File: config.mk
export PLATFORM = sky130hd
export DESIGN_NAME = mem_access_ctrl
export DESIGN_NICKNAME = d
export VERILOG_FILES = /design/src/rtl/mem_access_ctrl_pkg.sv /design/src/rtl/mem_access_ctrl_store_lane.sv /design/src/rtl/mem_access_ctrl.sv
export SDC_FILE = /design/constraint.sdc
export NUM_CORES = 1
export LEC_CHECK = 0
export ABC_AREA = 1
export BUFFER_PORTS_ARGS = -buffer_cell sky130_fd_sc_hd__buf_2
export CAP_MARGIN = 20
export CORE_MARGIN = 4
export CORE_UTILIZATION = 48
export DETAILED_ROUTE_END_ITERATION = 7
export GPL_TIMING_DRIVEN = 1
export PLACE_DENSITY = 0.81
export SLEW_MARGIN = 0
export SYNTH_ARGS = -nofsm -noshare
export SYNTH_HDL_FRONTEND = slang
export SYNTH_HIERARCHICAL = 1
export SYNTH_SLANG_ARGS = --single-unit
File: constraint.sdc
create_clock -name clk -period 1.87 [get_ports clk]
set_clock_uncertainty 0.2 [all_clocks]
set_input_delay 0.2805 -clock clk [delete_from_list [all_inputs] [get_ports clk]]
set_output_delay 0.2805 -clock clk [all_outputs]
set_load 0.005 [all_outputs]
File: src/rtl/mem_access_ctrl_pkg.sv
// mem_access_ctrl_pkg: size/load-op encodings, FSM states and alignment helper shared by the memory stage
package mem_access_ctrl_pkg;
  typedef enum logic [1:0] {SZ_WORD = 2'b00, SZ_HALF = 2'b01, SZ_BYTE = 2'b10, SZ_WORD_ALT = 2'b11} size_e;
  typedef enum logic [2:0] {LD_LW = 3'b000, LD_LBU = 3'b001, LD_LB = 3'b010, LD_LHU = 3'b011, LD_LH = 3'b100} ldop_e;
  typedef enum logic [1:0] {S_IDLE, S_REQ, S_WAIT, S_DONE} state_e;
  function automatic logic is_misaligned(input logic [1:0] size, input logic [1:0] lo);
    return size == SZ_HALF ? lo[0] : size == SZ_BYTE ? 1'b0 : lo != 2'b00;
  endfunction
endpackage

File: src/rtl/mem_access_ctrl_store_lane.sv
// store_lane_gen: byte enables and lane-replicated store data from access size and low address bits
module store_lane_gen
  import mem_access_ctrl_pkg::*;
(
  input  logic [1:0]  size,
  input  logic [1:0]  addr_lo,
  input  logic [31:0] wdata,
  output logic [3:0]  byteen,
  output logic [31:0] lane_data
);
  // half uses addr[1] only, byte uses addr[1:0], word ignores both
  always_comb begin
    byteen = size == SZ_HALF ? (addr_lo[1] ? 4'b1100 : 4'b0011) : size == SZ_BYTE ? 4'b0001 << addr_lo : 4'b1111;
    lane_data = size == SZ_HALF ? {2{wdata[15:0]}} : size == SZ_BYTE ? {4{wdata[7:0]}} : wdata;
  end
endmodule

File: src/rtl/mem_access_ctrl.sv
// mem_access_ctrl: M-stage data-memory access controller; MISALIGN_EXC_EN enables misaligned-access exceptions
module mem_access_ctrl
  import mem_access_ctrl_pkg::*;
(
  input  logic        clk,
  input  logic        reset,
  input  logic        req_valid,
  input  logic        req_we,
  input  logic [1:0]  req_size,
  input  logic [31:0] req_addr,
  input  logic [31:0] req_wdata,
  input  logic [2:0]  req_ldop,
  output logic        stall,
  output logic        bus_req,
  output logic        bus_we,
  output logic [31:0] bus_addr,
  output logic [3:0]  bus_byteen,
  output logic [31:0] bus_wdata,
  input  logic        bus_gnt,
  input  logic        bus_rvalid,
  input  logic [31:0] bus_rdata,
  output logic        rsp_valid,
  output logic [31:0] rsp_rdata,
  output logic [1:0]  rsp_addr_lo,
  output logic [2:0]  rsp_op,
  output logic        exc_adel,
  output logic        exc_ades
);
  state_e      state;
  logic [1:0]  addr_lo;
  logic [2:0]  ldop_q;
  logic [3:0]  lane_be;
  logic [31:0] lane_data;
  logic        mis;

  store_lane_gen u_lane (
    .size      (req_size),
    .addr_lo   (req_addr[1:0]),
    .wdata     (req_wdata),
    .byteen    (lane_be),
    .lane_data (lane_data)
  );

`ifdef MISALIGN_EXC_EN
  assign mis = is_misaligned(req_size, req_addr[1:0]);
`else
  assign mis = 1'b0;
`endif

  assign stall = !reset && ((state == S_IDLE && req_valid) || state == S_REQ || state == S_WAIT);

  // request latch, bus handshake and response capture; rsp_valid/exc_* are single-cycle pulses into DONE
  always_ff @(posedge clk) begin
    if (reset) begin
      state       <= S_IDLE;
      bus_req     <= 1'b0;
      bus_we      <= 1'b0;
      bus_addr    <= '0;
      bus_byteen  <= '0;
      bus_wdata   <= '0;
      rsp_valid   <= 1'b0;
      rsp_rdata   <= '0;
      rsp_addr_lo <= '0;
      rsp_op      <= '0;
      exc_adel    <= 1'b0;
      exc_ades    <= 1'b0;
      addr_lo     <= '0;
      ldop_q      <= '0;
    end else begin
      rsp_valid <= 1'b0;
      exc_adel  <= 1'b0;
      exc_ades  <= 1'b0;
      case (state)
        S_IDLE: if (req_valid) begin
          bus_we     <= req_we;
          bus_addr   <= {req_addr[31:2], 2'b00};
          bus_byteen <= req_we ? lane_be : 4'b0000;
          bus_wdata  <= lane_data;
          addr_lo    <= req_addr[1:0];
          ldop_q     <= req_ldop;
          if (mis) begin
            state       <= S_DONE;
            rsp_valid   <= 1'b1;
            exc_adel    <= !req_we;
            exc_ades    <= req_we;
            rsp_rdata   <= '0;
            rsp_addr_lo <= req_addr[1:0];
            rsp_op      <= req_ldop;
          end else begin
            state   <= S_REQ;
            bus_req <= 1'b1;
          end
        end
        S_REQ: if (bus_gnt) begin
          bus_req <= 1'b0;
          if (bus_we || bus_rvalid) begin
            state       <= S_DONE;
            rsp_valid   <= 1'b1;
            rsp_addr_lo <= addr_lo;
            rsp_op      <= ldop_q;
            if (!bus_we) rsp_rdata <= bus_rdata;
          end else begin
            state <= S_WAIT;
          end
        end
        S_WAIT: if (bus_rvalid) begin
          state       <= S_DONE;
          rsp_valid   <= 1'b1;
          rsp_addr_lo <= addr_lo;
          rsp_op      <= ldop_q;
          rsp_rdata   <= bus_rdata;
        end
        S_DONE: state <= S_IDLE;
      endcase
    end
  end
endmodule

==> impl_metrics.yaml <==
timing:
  max_freq_mhz: 514.5
  fin_crit_sh_pct: 103.9
  timing.hold.ws_ps: 32.48
  fin_ws_ps: -73.62
  slew_viol_final: 0
  rsz0062_at_grt: "yes"
  period_needed_ps: 1944
  setup_viol: 1
  hold_viol: 0
  tns_ps: -73.62
worst_hold_path:
  hold_depth: 5
  hold_end: "bus_wdata[27]"
  worstHoldPathType: "input pin to register"
  min_from: "req_wdata[27]"
placed_design:
  port_buffers: 213
  post-place-ws_ps: 55.69
  hpwl_mm: 9.991
  finalWeightedCongestion: 0.8877
  placed_cell_area_mm2: 0.006166
layout:
  fill_cells: 711
  final_common_cell: "buf_2"
  num_antenna_cells: 0
  drive_gt1_share_pct: 29.63
  nets: 1127
  design_area_mm2: 0.007891
  mostFrequentLayoutCells: "buf_2 (213), nor2_1 (195), dfxtp_1 (111), nand2_1 (106), dlygate4sd3_1 (98)"
  area_delta_synth_final_pct: 55.61
worst_setup_path:
  critical_path_class: "register to output pin"
  endpoint_kind: "output pin"
  r2r_slack_ps: 100
  critPathRequiredTime_ps: 1390
  arrival_ps: 1460
  rr_worst_depth: 7
  path_max_fanout: 3
  r2r_start: "state[0]"
  startpoint_type: "register"
  reg2reg_to: "rsp_rdata[23]"
clocking:
  clkSinkCount: 113
  ctsRootBufferMaster: "clkbuf_8"
  cts.path.max_buffers: 2
  cts.reportedPaths.clkPinSlew_ps: 50
  cts-buffers-inserted: 17
  cts_tree: "built"
  htree_levels: 4
  clock_latency_ps: 490
floorplan:
  num_rows: 37
  design.core.area_mm2: 0.01032
  io_pins: 218
  initial_utilization_pct: 49.12
  die_height_um: 110.8
  die_x_um: 110.8
  dieArea_mm2: 0.01227
outcome:
  violations: "setup timing"
  status: "finished, violations left"
routing:
  remaining_drc_errors: 0
  ant_nets: 0
  num_vias: 5776
  drt_iter0_drc: 561
  drt-total-wl_mm: 16.80
  avgViaCountPerCell: 4.971
  firstDrtPassIters: 5
  routedWlPerCell_um: 14.46
power:
  p_total_mw: 11.46
  leakage_nw: 4.046
  power.density_mw_per_mm2: 1452
  vdd_drop_max_mv: 0.7378
yosys:
  ys_seq_area_share_pct: 44.61
  syn_inst: 719
  async_flop_share_pct: 0
  synth.cell_area_mm2: 0.005071
  synth_seq_cells: 113
  synth_edf_count: 0
  synthFlopType: "dfxtp_1"
  synth_cell_types: 23
  yosys_warnings: 6
  avgSynthCellArea_um2: 7.053
global_routing:
  antenna_found_initial: 0
  grt_pass1_wl_mm: 27.70
  grt_use_total_pct: 27.16
  grt_pass1_vias: 5860
  grt_max_degree: 68
  gr-total-overflow: 0
run:
  maxCapViolCount: 0
flip-flops by register name (all words and copies together), names as in the netlist:
name and flops:
bus_we 1, bus_wdata 32, bus_addr 30, bus_req 1, addr_lo 2, rsp_addr_lo 2
ldop_q 3, rsp_op 3, state 2, bus_byteen 4, rsp_valid 1, rsp_rdata 32
layout make-up:
cell class	instances	area [um2]	area share, %
inverters	57	224.0	2.838
multi-input cells	498	2316	29.35
flip-flops and latches	113	2270	28.76
clock inverters	10	181.4	2.299
well taps	136	170.2	2.156
repair buffers	327	2271	28.78
clock buffers	21	459.2	5.819
cells in the mapped netlist, types with 3 or more instances:
cell	instances	area, um2
inv_2	3	11.26
nand2_4	4	45.04
nand3_1	67	335.3
buf_6	10	112.6
o21ai_0	73	365.4
dfxtp_1	113	2262
clkbuf_1	16	60.06
nand3b_1	5	37.54
buf_4	16	120.1
inv_1	52	195.2
ha_1	6	75.07
nor2_1	196	735.7
buf_2	12	60.06
a21oi_1	9	45.04
nand2_1	107	401.6
nor2_2	19	118.9
cells by family (layout without fill, tap and decap cells):
kind of cell / count (synthesis) / after routing / share of synthesized area (%)
AOI/OAI and AO/OA: 86 / 86 / 8.858
adders and majority gates: 6 / 6 / 1.480
and+or+nand+nor: 402 / 402 / 33.70
buffers and inverters: 111 / 415 / 11.28
DFF: 113 / 113 / 44.61
other: 1 / 4 / 0.07395
critical path, stage by stage (launching register included):
cell and delay, ps:
dfxtp_4 360, inv_4 70, buf_6 100, ha_4 160
nand2_8 50, a21oi_4 100, buf_2 120
timing repair:
item                       CTS  global route
hold buffers                98             0
pin swaps                    3             0
setup endpoints to repair    1             1
gates resized for setup     16             4
hold endpoints to repair   102             0
setup buffers                3             0
through the flow:
| stage | util, % | cells |
|---|---|---|
| floorplan | - | 722 |
| global placement | 59.73 | 1030 |
| detailed placement | 59.73 | 1030 |
| CTS | 76.22 | 1162 |
| global route | 76.44 | 1162 |
| finish | 76.44 | 1162 |
worst max path at each step:
stage,endpoint,slack (ps),startpoint
finish,stall,-70,state[1]
global route,stall,-150,state[1]
floorplan,stall,110,state[0]
detailed placement,rsp_rdata[19],60,state[1]
CTS,stall,-90,state[1]
global placement,rsp_rdata[0],130,state[1]
layer usage:
layer	GRT usage [%]	share of wire, %	vias up
met5	0	0	-
met4	11.82	3.8	0
met3	9.389	9.8	53
met2	47.61	50	335
met1	29.60	36	2569
li1	-	-	2819
report_power, final:
| group | total [mW] | switching [mW] | leakage, nW | internal (mW) |
|---|---|---|---|---|
| Sequential | 3.60 | 0.414 | 0.935 | 3.19 |
| Clock | 3.49 | 1.10 | 0.314 | 2.39 |
| Combinational | 4.36 | 2.48 | 2.80 | 1.88 |
| Total | 11.5 | 4.00 | 4.05 | 7.46 |
Note: power is estimated with default switching activity, not from simulation.
